**config.mk**
```make
export PLATFORM = sky130hd
export DESIGN_NAME = alu_result_stage
export DESIGN_NICKNAME = d
export VERILOG_FILES = /design/src/rtl/alu_result_stage.sv
export SDC_FILE = /design/constraint.sdc
export NUM_CORES = 1
export LEC_CHECK = 0
export ABC_CLOCK_PERIOD_IN_PS = 2000
export BUFFER_PORTS_ARGS = -buffer_cell sky130_fd_sc_hd__buf_2
export CORE_MARGIN = 4
export CORE_UTILIZATION = 55
export DETAILED_ROUTE_END_ITERATION = 10
export GPL_ROUTABILITY_DRIVEN = 0
export PLACE_DENSITY = 0.82
export SETUP_SLACK_MARGIN = 0.5
export SYNTH_ARGS = -nofsm -noshare
export SYNTH_HDL_FRONTEND = slang
export SYNTH_SLANG_ARGS = --single-unit
export TNS_END_PERCENT = 20
```
**constraint.sdc**
```tcl
create_clock -name clk -period 2 [get_ports clk]
set_input_delay 0.4 -clock clk [delete_from_list [all_inputs] [get_ports clk]]
set_output_delay 0.4 -clock clk [all_outputs]
set_load 0.01 [all_outputs]
```
**src/rtl/alu_result_stage.sv**
```systemverilog
// ALU result/writeback stage: result FIFO, accumulator, SVNZ status, branch condition.
// Optional: define ALU_STICKY_V_EN to make the overflow flag sticky until reset.
module alu_result_stage #(
  parameter int WIDTH = 8,
  parameter int DEPTH = 2,
  parameter int DW    = 3
) (
  input  logic             clk,
  input  logic             reset,
  input  logic             in_valid,
  output logic             in_ready,
  input  logic [WIDTH-1:0] sum,
  input  logic             s,
  input  logic             v,
  input  logic             n,
  input  logic             z,
  input  logic [DW-1:0]    dest,
  input  logic             flag_we,
  output logic             out_valid,
  input  logic             out_ready,
  output logic [WIDTH-1:0] out_data,
  output logic [DW-1:0]    out_dest,
  output logic [WIDTH-1:0] acc,
  output logic [3:0]       status,
  input  logic [2:0]       cond,
  output logic             cond_true
);

  localparam int AW = $clog2(DEPTH);
  localparam int CW = $clog2(DEPTH + 1);

  typedef enum logic [1:0] {
    EMPTY,
    PARTIAL,
    FULL
  } occ_t;

  logic [WIDTH-1:0] mem_data [DEPTH];
  logic [DW-1:0]    mem_dest [DEPTH];
  logic [AW-1:0]    wr_ptr;
  logic [AW-1:0]    rd_ptr;
  logic [CW-1:0]    count;
  occ_t             occ;
  logic             push;
  logic             pop;
  logic             v_next;

  always_comb begin
    occ = PARTIAL;
    unique case (1'b1)
      (count == '0):           occ = EMPTY;
      (count == CW'(DEPTH)):   occ = FULL;
      default:                 occ = PARTIAL;
    endcase
  end

  assign in_ready  = (occ != FULL);
  assign out_valid = (occ != EMPTY);
  assign push      = in_valid & in_ready;
  assign pop       = out_valid & out_ready;
  assign out_data  = out_valid ? mem_data[rd_ptr] : '0;
  assign out_dest  = out_valid ? mem_dest[rd_ptr] : '0;

`ifdef ALU_STICKY_V_EN
  assign v_next = status[2] | v;
`else
  assign v_next = v;
`endif

  always_ff @(posedge clk or posedge reset) begin
    if (reset) begin
      for (int i = 0; i < DEPTH; i++) begin
        mem_data[i] <= '0;
        mem_dest[i] <= '0;
      end
      wr_ptr <= '0;
      rd_ptr <= '0;
      count  <= '0;
      acc    <= '0;
      status <= '0;
    end else begin
      if (push) begin
        mem_data[wr_ptr] <= sum;
        mem_dest[wr_ptr] <= dest;
        wr_ptr <= wr_ptr + AW'(1);
        acc    <= sum;
        if (flag_we)
          status <= {s, v_next, n, z};
      end
      if (pop)
        rd_ptr <= rd_ptr + AW'(1);
      unique case ({push, pop})
        2'b10:   count <= count + CW'(1);
        2'b01:   count <= count - CW'(1);
        default: count <= count;
      endcase
    end
  end

  // status is {S,V,N,Z}
  always_comb begin
    cond_true = 1'b0;
    unique case (cond)
      3'd0: cond_true = 1'b1;
      3'd1: cond_true = status[0];
      3'd2: cond_true = ~status[0];
      3'd3: cond_true = status[1];
      3'd4: cond_true = ~status[1];
      3'd5: cond_true = status[2];
      3'd6: cond_true = ~status[2];
      3'd7: cond_true = 1'b0;
    endcase
  end

endmodule

```
# Word level (Yosys, flattened, before mapping)
# Cells that the tools add are included.
[word_totals]
reg_bits = 38
inputBits = 23
output_inout_bits = 26
wordCells = 57
[op_classes]
add_sub_neg = 4
magnitude_cmp = 3
eq_ne = 11
muxes = 17
bitwise_logic = 7
reduce_logical = 6
[ops]
columns = ["cell", "n"]
rows = [
  ["$mux W8", 5],
  ["$bwmux W16", 1],
  ["$mux W3", 5],
  ["$eq A3 B3 Y1 const B", 4],
  ["$demux W8 S1", 1],
  ["$pmux W1 S8", 1],
  ["$pmux W2 S2", 2],
  ["$bwmux W6", 1],
  ["$eq A3 B2 Y1 const B", 2],
  ["$eq A2 B2 Y1 const B", 2],
  ["$ge A2 B2 Y1 const B", 2],
  ["$not A1 Y2", 2],
  ["$reduce_bool A2 Y1", 2],
  ["$demux W3 S1", 1],
  ["$eq A3 B1 Y1 const B", 1],
  ["$logic_not A3 Y1", 1],
  ["$not A1 Y1", 3],
  ["$add A1 B1 Y1 const B", 2],
  ["$add A2 B1 Y2 const B", 1],
  ["$and A1 B1 Y1", 2],
  ["$eq A2 B1 Y1 const B", 1],
  ["$logic_not A2 Y1", 1],
  ["$lt A2 B1 Y1 const B", 1],
  ["$ne A2 B2 Y1 const B", 1],
  ["3 further kinds", 3],
]

# Longest topological paths before layout
# Gate-level depths: netlist of the first run.
[logic_depth]
depth_word = 6
mapped_depth = 6
ltp_nobuf = 6

# Worst setup path before layout of the first run
# Ideal clock, no wire load.
[synth_path]
path_kind = "register to register"
start = "register count[0]"
end = "register count[1]"
setup_time_ns = 0.079
t_arrival_ns = 1.325
t_required_ns = 1.921
setup_slack_ns = 0.596
path_stages_with_launch = 6
path_buffers = 0
path_cell_list = "dfrtp_1 > nand2b_4 > nand2_2 > ha_1 > nor2_1 > xor2_1"
[synth_between]
elab_chain_len = 6
elab_cells_between_ends = 13
[synth_lines]
columns = ["element", "line_no", "text"]
rows = [
  ["from (decl)", "42", "logic [CW-1:0] count;"],
  ["from (signal assigned)", "93", "2'b10: count <= count + CW'(1);"],
  ["from (signal assigned)", "94", "2'b01: count <= count - CW'(1);"],
  ["from (signal assigned)", "95", "default: count <= count;"],
  ["$eq A2 B2 Y1 / $logic_not A2 Y1 (equally long branches)", "52, 51", ""],
  ["$pmux W2 S2 (*)", "50", "unique case (1'b1)"],
  ["$ne A2 B2 Y1 (*)", "57", "assign in_ready = (occ != FULL);"],
  ["via in_ready", "11", "output logic in_ready,"],
  ["$and A1 B1 Y1 (*)", "59", "assign push = in_valid & in_ready;"],
  ["$eq A2 B1 Y1 / $eq A2 B2 Y1 (equally long branches)", "92", "unique case ({push, pop})"],
  ["$pmux W2 S2 / $reduce_bool A2 Y1 (equally long branches)", "--", ""],
]
# Mark *: on every way through the listed nets, which the timed path passes. The rest lies on a longest branch.
# A chain may end at the register's enable or synchronous reset.

# Worst setup path in the final report of the first run
[layout_path]
start = "register status[1]"
end = "output cond_true"
[layout_between]
elab_chain_len = 2
[layout_lines]
columns = ["element", "line_no", "text"]
rows = [
  ["from (decl)", "24", "output logic [3:0] status,"],
  ["from (signal assigned)", "88", "status <= {s, v_next, n, z};"],
  ["$not A1 Y1", "108", "3'd4: cond_true = ~status[1];"],
  ["$pmux W1 S8 (*)", "103", "unique case (cond)"],
  ["to (decl)", "26", "output logic cond_true"],
]
# Every way passes the cells marked *; elsewhere a longest branch is shown, timed or not.

==> qor.yml, run 1 <==
setup_path:
  crit_fanout: 4
  startpoint_type: "register"
  crit_required_ns: 1.60
  reg2reg_to: "count[1]"
  cp-endpoint: "cond_true"
  worstPathArrival_ns: 1.31
  critPathKind: "register to output port"
  r2r_setup_slack_ns: 0.34
  rr_startpoint: "count[1]"
  crit_start: "status[1]"
  end_kind: "output port"
  reg2regPathDepth: 6
die:
  rows: 20
  start_util: 0.583
  dieArea_um2: 4240
  coreArea_um2: 3080
  dieWidth_um: 65.1
  ioPinCount: 49
  die_h_um: 65.1
job:
  maxCapViolations: 0
clock_tree:
  clk_path_buf_depth: 2
  cts_root_buf: "clkbuf_4"
  cts.sinks: 38
  cts_buffers: 5
  clk_pin_slew_worst_paths_ns: 0.11
  h-tree-depth: 2
  cts_tree: "done"
  worst_skew_pair.late_latency_ns: 0.35
sta:
  hold_slack_ns: 0.131
  finalClockSkew_ns: 0.0128
  setup_viol: 0
  post-route-period-util: 0.856
  hold_violations: 0
  setup_tns_ns: 0
  rsz0062_at_grt: "true"
  setup_slack_ns: 0.287
  period_needed_ns: 1.71
  maxSlewViolCount: 0
  tightest_slew_ns: 0.465
  fmax_ghz: 0.584
  relSlewSlack: 0.690
final_layout:
  nFillCells: 250
  instances_no_fill: 229
  antenna_cells_inserted: 0
  synthToLayoutAreaGrowth_pct: 23.4
  fin_nets: 208
  drive_gt1_frac: 0.568
  fin_util: 0.720
routing:
  drtPass1Iterations: 4
  wl_per_cell_um: 15.7
  initialDrtViolationCount: 26
  drtAntennaViolNets: 0
  wirelength_mm: 3.60
  vias_per_cell: 5.04
  drc: 0
  vias: 1154
power_and_ir_drop:
  irDropWorstVdd_uv: 913
  power_density_nw_per_um2: 1680
  p_leak_nw: 1.14
global_route:
  grt.overflow.total: 0
  grt_pass1_wl_mm: 6.29
  antenna_found_initial: 0
  grt_max_degree: 39
  grt_pass1_vias: 1290
  grt_util_all_layers: 0.200
logic_synthesis:
  yosysWarnings: 0
  syn-cell-area_um2: 1800
  ys_ff_latch: 38
  synthCells: 124
  ys_types: 24
  yosysSeqAreaShare: 0.530
  synth_nets: 148
  avgSynthCellArea_um2: 14.5
placed_design:
  post-place-cells: 217
  dpl.hpwl_mm: 2.50
  pre_cts_ws_ns: 0.411
  io_buffers: 48
run_status:
  status: "finished, final reports clean"
worst_hold_path:
  hold_path_class: "input port to asynchronous set/reset pin"
[report_power, final]
part	internal, mW	switching (mW)
combinational	1.08	0.833
clock	0.170	0.246
sequential	1.15	0.254
[cells in the final DEF (no fill, tap or decap), types with 2 or more instances in the layout]
| cell | instances |
|---|---|
| nor2_1 | 13 |
| mux2_4 | 20 |
| buf_4 | 6 |
| buf_6 | 3 |
| buf_2 | 48 |
| mux2i_1 | 10 |
| clkbuf_4 | 5 |
| nand2b_1 | 3 |
| inv_1 | 3 |
| xor2_1 | 2 |
| dfrtp_1 | 38 |
| mux2_2 | 14 |
| xnor2_1 | 3 |
[per-stage QoR]
step	total power, mW	instance area (um2)
2_1_floorplan	2.64	1800
3_3_place_gp	3.15	2100
3_5_place_dp	3.23	2100
4_1_cts	3.73	2200
5_1_grt	4.02	2220
6_report	3.73	2220
[how the worst min path moves through the flow]
stage | start | endpoint | slack (ns)
floorplan | mem_data[14] | mem_data[14] | 0.48
global placement | status[3] | status[3] | 0.48
detailed placement | acc[7] | acc[7] | 0.49
CTS | reset | mem_dest[3] | 0.13
global route | reset | mem_dest[3] | 0.18
finish | reset | mem_dest[0] | 0.13
[Yosys cell counts, drive strengths merged]
cell | n | area [um2]
nand2 | 2 | 10.0
nor2 | 14 | 52.6
nand3 | 2 | 22.5
mux2i | 11 | 110
nand2b | 4 | 32.5
a32oi | 1 | 8.76
nor4b | 1 | 8.76
nand3b | 1 | 20.0
mux2 | 34 | 458
clkbuf | 1 | 3.75
buf | 3 | 27.5
a211oi | 1 | 7.51
xnor2 | 3 | 26.3
xor2 | 2 | 17.5
inv | 3 | 11.3
nor2b | 1 | 6.26
o32ai | 1 | 8.76
ha | 1 | 12.5
dfrtp | 38 | 951
[per-layer routing]
layer,up-vias,track usage,share of wire,wire length [um]
met3,6,0.0615,0.062,222
met5,-,0,0,0
met1,560,0.226,0.40,1420
li1,550,-,-,-
met2,38,0.352,0.53,1890
met4,0,0.0777,0.017,61
[cell families after synthesis]
kind of cell / after synthesis / share of synthesized area
AOI/OAI and AO/OA: 3 / 0.0139
xor gates and xnor gates: 5 / 0.0244
adders and majority gates: 1 / 0.00697
buffers and inverters: 7 / 0.0237
DFF: 38 / 0.530
muxes: 45 / 0.316
and+or+nand+nor: 25 / 0.0850
[registers in the layout, summed over array words and instances, names as in the netlist]
signal    cells
acc           8
count         2
mem_data     16
mem_dest      6
rd_ptr        1
status        4
wr_ptr        1
[timing repair]
| action | in CTS | in global routing |
|---|---|---|
| buffers inserted | 3 | 1 |
| pin swaps | 3 | 1 |
| hold buffers | 0 | 0 |
| gates cloned | 0 | 0 |
| hold endpoints to repair | 0 | 0 |
| resized for setup | 4 | 3 |
| setup endpoints to repair | 15 | 17 |
[layout make-up]
| type | instances | area, um2 | area share |
|---|---|---|---|
| Sequential cell | 38 | 951 | 0.429 |
| Clock buffer | 7 | 55.1 | 0.0248 |
| Tap cell | 44 | 55.1 | 0.0248 |
| Clock inverter | 1 | 5.00 | 0.00226 |
| Inverter | 3 | 11.3 | 0.00508 |
| Timing Repair Buffer | 57 | 319 | 0.144 |
| Multi-Input combinational cell | 79 | 820 | 0.370 |
[critical path, stage by stage, from the launching register on]
cell and delay [ns]:
dfrtp_1 0.43, nand2b_1 0.09, a32oi_1 0.09, a211oi_1 0.19
buf_2 0.16
Note: power is estimated with default switching activity, not from simulation.
==> inputs of run 2 (changes only) <==
ABC_AREA = 1   (was default)
CORE_UTILIZATION = 49   (was 55)
MAX_ROUTING_LAYER = met4   (was default)
PLACE_DENSITY = 0.74   (was 0.82)
==> qor.yml, run 2 <==
die:
  ioPinCount: 49  # unchanged
  rows: 21  # +5.0%
  dieWidth_um: 68.2  # +4.8%
  start_util: 0.521  # -0.0628
  dieArea_um2: 4660  # +9.7%
  die_h_um: 68.2  # +4.8%
  coreArea_um2: 3420  # +11%
routing:
  wirelength_mm: 3.90  # +8.6%
  wl_per_cell_um: 12.8  # -18%
  drc: 0  # unchanged
  drtPass1Iterations: 4  # unchanged
  initialDrtViolationCount: 52  # +100%
  vias_per_cell: 4.89  # -2.9%
  vias: 1487  # +29%
  drtAntennaViolNets: 0  # unchanged
worst_hold_path:
  hold_path_class: "input port to asynchronous set/reset pin"
clock_tree:
  cts_root_buf: "clkbuf_4"
  worst_skew_pair.late_latency_ns: 0.35  # about the same
  clk_pin_slew_worst_paths_ns: 0.11  # about the same
  cts_buffers: 5  # unchanged
  cts_tree: "done"
  ctsHoldBuffers: 0  # unchanged
  cts.sinks: 38  # unchanged
  h-tree-depth: 2  # unchanged
  clk_path_buf_depth: 2  # unchanged
placed_design:
  pre_cts_ws_ns: 0.528  # +0.117 ns
  post-place-cells: 291  # +34%
  io_buffers: 48  # unchanged
  dpl.hpwl_mm: 2.58  # +3.1%
setup_path:
  end_kind: "output port"
  r2r_setup_slack_ns: 0.54  # +0.20 ns
  max_stage_delay_ns: 0.48  # +0.05 ns
  startpoint_type: "register"
  cp-endpoint: "out_data[6]"
  reg2regPathDepth: 8  # +2
  reg2reg_to: "count[1]"
  crit_start: "rd_ptr"
  slowest_stage: "dfrtp_2"
  worstPathArrival_ns: 1.32  # about the same
  rr_startpoint: "count[0]"
  critPathKind: "register to output port"
  path_cells: "clkinvlp_4 > nand2_1 > a21oi_1 > buf_2"
  crit_required_ns: 1.60  # about the same
  crit_fanout: 5  # +1
sta:
  tightest_slew_ns: 0.476  # +0.0108 ns
  finalClockSkew_ns: 0.00757  # -0.00527 ns
  setup_slack_ns: 0.283  # -0.00390 ns
  setup_tns_ns: 0  # unchanged
  fmax_ghz: 0.583  # -0.23%
  setup_viol: 0  # unchanged
  maxSlewViolCount: 0  # unchanged
  hold_slack_ns: 0.152  # +0.0213 ns
  period_needed_ns: 1.72  # +0.00390 ns
  rsz0062_at_grt: "true"
  post-route-period-util: 0.858  # +0.00195
  relSlewSlack: 0.683  # -0.00723
  hold_violations: 0  # unchanged
logic_synthesis:
  synth_top_area_cell: "dfrtp_1"
  synth_xor_area_frac: 0.0148  # -0.00961
  synthDominantCellAreaShare: 0.535  # +0.00522
  syn-cell-area_um2: 1780  # -0.98%
  ys_ff_latch: 38  # unchanged
  synth-edff-count: 0  # unchanged
  synthAdderAreaFrac: 0.00704  # +0.0000687
  ys_types: 20  # -17%
  async_flop_share: 1.00  # unchanged
  synth_common_cells: "nand2_1, dfrtp_1, inv_1"
  synth_top_family_by_area: "simple AND/OR/NAND/NOR gates"
  avgSynthCellArea_um2: 8.89  # -39%
  ys.flop_type: "dfrtp_1"
  synth_nets: 224  # +51%
  muxShareOfSynthArea: 0  # -0.316
  synthTopCellsByArea: "dfrtp_1, nand2_1, o21ai_2"
  synth_compound_area_frac: 0.165  # +0.151
  yosysSeqAreaShare: 0.535  # +0.00522
  yosysMostFrequentCell: "nand2_1"
  synth-simple-area-share: 0.194  # +0.109
  yosysWarnings: 0  # unchanged
  synthCells: 200  # +61%
final_layout:
  fin_nets: 281  # +35%
  regMostFlops: "mem_data"
  top_regs: "mem_data (16), acc (8), mem_dest (6)"
  synthToLayoutAreaGrowth_pct: 26.0
  instances_no_fill: 304  # +33%
  antenna_cells_inserted: 0  # unchanged
  fin_util: 0.656  # -0.0639
  largest_reg_flops: 16  # unchanged
  drive_gt1_frac: 0.411  # -0.157
  mostFrequentLayoutCells: "nand2_1, buf_2, dfrtp_1"
  final_common_cell: "nand2_1"
power_and_ir_drop:
  irDropWorstVdd_uv: 785  # -14%
  power_density_nw_per_um2: 1630  # -3.0%
  p_leak_nw: 1.18  # +3.7%
job:
  maxCapViolations: 0  # unchanged
global_route:
  antenna_found_initial: 0  # unchanged
  grt_util_all_layers: 0.199  # -0.00101
  grt_max_degree: 39  # unchanged
  grt.overflow.total: 0  # unchanged
  grt_pass1_vias: 1385  # +7.4%
  grt_pass1_wl_mm: 6.56  # +4.4%
run_status:
  status: "finished, final reports clean"
-- run 2: cell count changes after synthesis, sizes merged, moves of 4 or more --
cell / before / now
inv: 3 / 22
nor2: 14 / 3
nand3: 2 / 6
o21ai: 0 / 31
a21oi: 0 / 12
mux2: 34 / 0
mux2i: 11 / 0
nand2: 2 / 73
nand2b: 4 / 0
-- run 2: critical path, delay by kind of cell (launching register included) --
kind | cells | cell delay [ns]
compound gates | 1 | 0.12
simple gates | 1 | 0.06
buf+inv | 2 | 0.31
flops | 1 | 0.48
-- run 2: logic make-up after synthesis --
group | Yosys count
adder cells (fa/ha/maj) | 1
AND/OR/NAND/NOR | 84
XOR/XNOR | 3
AO/OA/AOI/OAI | 44
flip-flops | 38
buffers and inverters | 30
-- run 2: area by class of cell --
type / count / area, um2
Tap cell: 46 / 57.6
Inverter: 22 / 85.1
Timing Repair inverter: 1 / 7.51
Sequential cell: 38 / 955
Multi-Input combinational cell: 132 / 738
Fill cell: 315 / 1170
Timing Repair Buffer: 57 / 319
Clock buffer: 8 / 78.8
-- run 2: timing repair --
| item | CTS | global route |
|---|---|---|
| pin swaps | 4 | 3 |
| setup endpoints to repair | 14 | 22 |
| resized for setup | 14 | 9 |
| gates cloned | 3 | 0 |
| buffers inserted | 2 | 0 |
-- run 2: worst min-delay path by stage --
stage / startpoint / to / slack, ns
2_1_floorplan: mem_data[10] / mem_data[10] / 0.46
3_3_place_gp: status[3] / status[3] / 0.45
3_5_place_dp: status[3] / status[3] / 0.46
4_1_cts: reset / acc[5] / 0.16
5_1_grt: reset / mem_data[2] / 0.19
6_report: reset / mem_dest[0] / 0.15
-- run 2: power by group --
group          total, mW  internal [mW]  switching, mW  leakage [nW]
Sequential          1.38           1.13          0.243         0.466
Combinational       1.79          0.757           1.03         0.669
Clock              0.496          0.240          0.256        0.0446
Total               3.66           2.13           1.53          1.18
-- run 2: stage by stage --
| stage | instance area (um2) | total power, mW |
|---|---|---|
| after floorplan | 1800 | 2.47 |
| after global placement | 2060 | 2.91 |
| after detailed placement | 2060 | 2.96 |
| after CTS | 2210 | 3.62 |
| after global routing | 2240 | 3.97 |
| final | 2240 | 3.66 |
-- run 2: routing by layer --
metal,GRT usage,share of wire,vias to the layer above
li1,-,-,744
met1,0.251,0.43,689
met2,0.302,0.47,47
met3,0.0608,0.085,7
met4,0.0744,0.016,0
met5,-,0,-
